--- config.mk ---
export PLATFORM = sky130hd
export DESIGN_NAME = fsm_dp_flat
export DESIGN_NICKNAME = d
export VERILOG_FILES = /design/src/rtl/fsm_dp_if.sv /design/src/rtl/fsm_dp.sv /design/src/flat_wrapper.sv
export SDC_FILE = /design/constraint.sdc
export NUM_CORES = 1
export LEC_CHECK = 0
export CORE_UTILIZATION = 38
export CTS_BUF_LIST = sky130_fd_sc_hd__clkbuf_4 sky130_fd_sc_hd__clkbuf_8
export DETAILED_ROUTE_END_ITERATION = 10
export GPL_ROUTABILITY_DRIVEN = 0
export SKIP_CTS_REPAIR_TIMING = 1
export SLEW_MARGIN = 20
export SYNTH_ARGS = -nofsm -noshare
export SYNTH_HDL_FRONTEND = slang
export SYNTH_SLANG_ARGS = --single-unit
--- constraint.sdc ---
create_clock -name CLK -period 5.3 [get_ports CLK]
set_input_delay 1.325 -clock CLK [delete_from_list [all_inputs] [get_ports CLK]]
set_output_delay 1.325 -clock CLK [all_outputs]
set_load 0.01 [all_outputs]
--- src/rtl/fsm_dp_if.sv ---
// Control-word and result bundle between the calculator control unit and the fsm_dp datapath.
interface fsm_dp_if #(
  parameter int unsigned W = 4
);
  logic [W-1:0] In1;
  logic [W-1:0] In2;
  logic [1:0]   Sel1;
  logic [1:0]   WA;
  logic         WE;
  logic [1:0]   RAA;
  logic         REA;
  logic [1:0]   RAB;
  logic         REB;
  logic [1:0]   C;
  logic         Sel2;
  logic         Done;
  logic [W-1:0] Out;
  logic         Valid;
  logic         Cout;
  logic         Zero;

  modport master (
    output In1, In2, Sel1, WA, WE, RAA, REA, RAB, REB, C, Sel2, Done,
    input  Out, Valid, Cout, Zero
  );

  modport slave (
    input  In1, In2, Sel1, WA, WE, RAA, REA, RAB, REB, C, Sel2, Done,
    output Out, Valid, Cout, Zero
  );
endinterface

--- src/rtl/fsm_dp.sv ---
// Calculator datapath: input mux, 4-entry register file, ALU, registered result and status.
// Optional carry/zero flags are built only when FSM_DP_FLAGS_EN is defined.
module fsm_dp #(
  parameter int unsigned W = 4
) (
  input logic     CLK,
  input logic     RST_n,
  fsm_dp_if.slave bus
);
  localparam int unsigned NREGS = 4;

  logic [W-1:0] rf [NREGS];
  logic [W-1:0] rd_a;
  logic [W-1:0] rd_b;
  logic [W-1:0] alu_res;
  logic [W-1:0] wr_data;

  // Read ports see the array contents before this edge's write
  always_comb begin
    rd_a = bus.REA ? rf[bus.RAA] : '0;
    rd_b = bus.REB ? rf[bus.RAB] : '0;
  end

  always_comb begin
    alu_res = '0;
    unique case (bus.C)
      2'b00: alu_res = rd_a + rd_b;
      2'b01: alu_res = rd_a - rd_b;
      2'b10: alu_res = rd_a & rd_b;
      2'b11: alu_res = rd_a ^ rd_b;
      default: alu_res = '0;
    endcase
  end

  always_comb begin
    wr_data = '0;
    unique case (bus.Sel1)
      2'b11: wr_data = bus.In1;
      2'b10: wr_data = bus.In2;
      2'b00: wr_data = alu_res;
      2'b01: wr_data = '0;
      default: wr_data = '0;
    endcase
  end

  always_ff @(posedge CLK) begin
    if (!RST_n) begin
      for (int i = 0; i < NREGS; i++) begin
        rf[i] <= '0;
      end
    end else if (bus.WE) begin
      rf[bus.WA] <= wr_data;
    end
  end

  // Out captures the pre-write ALU result even when the same word writes back
  always_ff @(posedge CLK) begin
    if (!RST_n) begin
      bus.Out   <= '0;
      bus.Valid <= 1'b0;
    end else begin
      if (bus.Sel2) begin
        bus.Out <= alu_res;
      end
      bus.Valid <= bus.Sel2 & bus.Done;
    end
  end

`ifdef FSM_DP_FLAGS_EN
  logic alu_carry;
  logic flag_load;

  // a+b overflows exactly when a > ~b; subtract borrows when a < b
  always_comb begin
    alu_carry = 1'b0;
    unique case (bus.C)
      2'b00: alu_carry = (rd_a > ~rd_b);
      2'b01: alu_carry = (rd_a < rd_b);
      default: alu_carry = 1'b0;
    endcase
  end

  assign flag_load = bus.WE && (bus.Sel1 == 2'b00);

  always_ff @(posedge CLK) begin
    if (!RST_n) begin
      bus.Cout <= 1'b0;
      bus.Zero <= 1'b0;
    end else if (flag_load) begin
      bus.Cout <= alu_carry;
      bus.Zero <= (alu_res == '0);
    end
  end
`else
  assign bus.Cout = 1'b0;
  assign bus.Zero = 1'b0;
`endif
endmodule

--- src/flat_wrapper.sv ---
// flat-port wrapper written by rule: the top's interface ports become plain ports
module fsm_dp_flat 
#(
  parameter int unsigned W = 4
)
  (CLK, RST_n, bus_In1, bus_In2, bus_Sel1, bus_WA, bus_WE, bus_RAA, bus_REA, bus_RAB, bus_REB, bus_C, bus_Sel2, bus_Done, bus_Out, bus_Valid, bus_Cout, bus_Zero);
  fsm_dp_if #(.W(W)) bus_i ();
  input logic CLK;
  input logic RST_n;
  input wire logic [$bits(bus_i.In1)-1:0] bus_In1;
  input wire logic [$bits(bus_i.In2)-1:0] bus_In2;
  input wire logic [$bits(bus_i.Sel1)-1:0] bus_Sel1;
  input wire logic [$bits(bus_i.WA)-1:0] bus_WA;
  input wire logic [$bits(bus_i.WE)-1:0] bus_WE;
  input wire logic [$bits(bus_i.RAA)-1:0] bus_RAA;
  input wire logic [$bits(bus_i.REA)-1:0] bus_REA;
  input wire logic [$bits(bus_i.RAB)-1:0] bus_RAB;
  input wire logic [$bits(bus_i.REB)-1:0] bus_REB;
  input wire logic [$bits(bus_i.C)-1:0] bus_C;
  input wire logic [$bits(bus_i.Sel2)-1:0] bus_Sel2;
  input wire logic [$bits(bus_i.Done)-1:0] bus_Done;
  output wire logic [$bits(bus_i.Out)-1:0] bus_Out;
  output wire logic [$bits(bus_i.Valid)-1:0] bus_Valid;
  output wire logic [$bits(bus_i.Cout)-1:0] bus_Cout;
  output wire logic [$bits(bus_i.Zero)-1:0] bus_Zero;
  assign bus_i.In1 = bus_In1;
  assign bus_i.In2 = bus_In2;
  assign bus_i.Sel1 = bus_Sel1;
  assign bus_i.WA = bus_WA;
  assign bus_i.WE = bus_WE;
  assign bus_i.RAA = bus_RAA;
  assign bus_i.REA = bus_REA;
  assign bus_i.RAB = bus_RAB;
  assign bus_i.REB = bus_REB;
  assign bus_i.C = bus_C;
  assign bus_i.Sel2 = bus_Sel2;
  assign bus_i.Done = bus_Done;
  assign bus_Out = bus_i.Out;
  assign bus_Valid = bus_i.Valid;
  assign bus_Cout = bus_i.Cout;
  assign bus_Zero = bus_i.Zero;
  fsm_dp #(.W(W)) u_core (.CLK(CLK), .RST_n(RST_n), .bus(bus_i));
endmodule
==> flow_summary.json <==
{
  "dieArea_um2": 4370,
  "hp-class": "reg -> reg",
  "vias": 1267,
  "max-vdd-ir-drop_v": 0.000161,
  "setup_viol": 0,
  "crit_path_cell_trace": "clkdlybuf4s50_1 > mux4_2 > and2_1 > inv_1 > ha_1 > mux2i_1 > ha_1 > a21o_1 > a21oi_1 > xor3_2 > and3_1 > a311o_1",
  "synth_warnings": 0,
  "path_delay_family": "multiplexers",
  "post-route-period-util_pct": 88.1,
  "clockRootBuffer": "clkbuf_8",
  "grt_max_degree": 14,
  "fin_cells": 226,
  "cp_slowest_cell": "clkdlybuf4s50_1",
  "status": "complete, no violations",
  "max_freq_mhz": 214,
  "skew_ps": 3.09,
  "numCtsBuffers": 3,
  "mostFrequentLayoutCell": "clkdlybuf4s50_1",
  "hp-start": "u_core.bus.Out[1]",
  "post-place-ws_ps": 343,
  "grt_overflow": 0,
  "synth_edf_count": 16,
  "start_util_pct": 41.1,
  "setup_slack_ps": 633,
  "crit_required_ps": 5310,
  "drc": 0,
  "fillers": 339,
  "critPathLaunch": "bus_RAB[0]",
  "start_kind": "primary input",
  "antenna_found_initial": 0,
  "clk_pin_slew_ps": 70,
  "yosysSeqAreaShare_pct": 37.2,
  "syn_inst": 152,
  "synth_area_um2": 1560,
  "drt_iter0_markers": 66,
  "num_rows": 22,
  "io_pins": 32,
  "wl_per_cell_um": 15.1,
  "cpMostUsedCell": "ha_1",
  "finalPower_uw": 421,
  "fin_crit_ps": 4670,
  "area.growth.synth_to_final_pct": 23.2,
  "coreArea_um2": 3800,
  "hold_viol": 0,
  "yosysUniqueCellTypes": 39,
  "p_per_area_nw_per_um2": 219,
  "layout_common_cells": "clkdlybuf4s50_1 (29), nor2_1 (20), edfxtp_1 (16)",
  "slew_violations": 0,
  "ys_seq_elements": 21,
  "synthDominantCellAreaShare_pct": 30.8,
  "dpl.cell_count": 222,
  "rsz0062_at_grt": "false",
  "syn_area_per_cell_um2": 10.3,
  "clock_latency_ps": 260,
  "tightest_slew_ps": 749,
  "synth_ff_type": "edfxtp_1",
  "p_leak_nw": 0.780,
  "dpl.hpwl_mm": 2.83,
  "io_buffer_count": 29,
  "via_per_inst": 5.61,
  "cts_sinks": 21,
  "cts_tree": "built",
  "slew-limit-headroom_pct": 49.3,
  "critPathCaptureType": "flop",
  "drtAntennaViolNets": 0,
  "setup-tns-final_ps": 0,
  "grt_pass1_wl_mm": 5.39,
  "firstDrtPassIters": 4,
  "fin_util_pct": 50.7,
  "htree_num_levels": 1,
  "fp.dieW_um": 66.1,
  "yosysTopAreaCell": "edfxtp_1",
  "synth.area.top_cells": "edfxtp_1 (31%), mux2i_1 (7.7%), dfxtp_1 (6.4%)",
  "worstReg2RegStart": "u_core.rf[3][1]",
  "die_height_um": 66.1,
  "finalNetCount": 213,
  "drt_wl_total_mm": 3.42,
  "layout-drive-gt1-share_pct": 6.18,
  "crit_fanout": 10,
  "max_cap_viol_count": 0,
  "crit_arrival_ps": 4680,
  "setup.worst_path.class": "in -> reg",
  "n_antenna_cell": 0,
  "track_usage_pct": 16.7,
  "cts_buffer_depth": 2,
  "cpPeakStageDelay_ps": 590,
  "rrSetupSlack_ps": 1930,
  "ys_async_sr_fraction_pct": 0,
  "cp_num_buf_inv": 2,
  "grt_pass1_vias": 1171
}
## stage by stage
step / area (um2) / hold WS, ps
5_1_grt: 1920 / 567
6_report: 1920 / 534
3_5_place_dp: 1880 / 520
3_3_place_gp: 1880 / 499
4_1_cts: 1920 / 538
2_1_floorplan: 1570 / 539
## worst reg2reg max path, cell delays in order, from the launching register on
cell and delay, ps:
edfxtp_1 420, mux4_2 510, and2_1 210, inv_1 70, ha_1 220, mux2i_1 270
ha_1 290, a21o_1 170, a21oi_1 160, xor3_2 370, and3_1 180, a311o_1 260
## final timing paths
path	endpoint	depth (start not counted)
max reg2reg	u_core.rf[3][3]	11
min reg2reg	u_core.bus.Out[1]	2
min	u_core.bus.Out[1]	2
max	u_core.rf[3][3]	12
## cells by family after synthesis
group,synth area share (%)
compound gates,8.33
xor+xnor,2.72
fa+ha+maj,7.69
buf+inv,3.61
flops,37.2
mux,19.2
other cells,0.240
simple gates,21.0
## flip-flops by register name (all words and copies together) (netlist names)
register          cells
u_core.rf            16
u_core.bus.Valid      1
u_core.bus.Out        4
## routing by layer
layer / global-route usage (%) / wire (um) / part of all wire (%) / vias up
met1: 21.2 / 1530 / 45 / 586
li1: - / - / - / 618
met4: 10.9 / 149 / 4.4 / 0
met3: 2.07 / 177 / 5.2 / 12
met2: 26.4 / 1570 / 46 / 51
met5: 0 / 0 / 0 / -
## layout make-up
cell class | count | area (um2) | area share (%)
multi-input cells | 119 | 928 | 48.2
flip-flops and latches | 21 | 581 | 30.2
repair buffers | 29 | 290 | 15.1
well taps | 48 | 60.1 | 3.12
clock buffers | 3 | 41.3 | 2.15
inverters | 5 | 18.8 | 0.975
clock inverters | 1 | 5.00 | 0.260
## cell usage after synthesis, types with 2 or more instances
cell type and number:
o21ai_0 2, dfxtp_1 5, xnor2_1 2, a31oi_1 3
buf_4 2, ha_1 8, a21oi_1 3, nor3_1 3
nand2_1 15, nor2_1 20, mux2i_1 12, and3_1 2
nor2b_1 4, nand3_1 6, clkbuf_1 6, inv_1 5
mux4_1 3, o211ai_1 3, nand4_1 3, edfxtp_1 16
or3_1 2, mux4_2 4, nor3b_1 2, and2_1 6
## where the power goes
part	internal (mW)	switching, mW
clock network	0.0523	0.0498
registers	0.188	0.00602
logic	0.0623	0.0627
total	0.303	0.119
(Power assumes the default switching activity.)
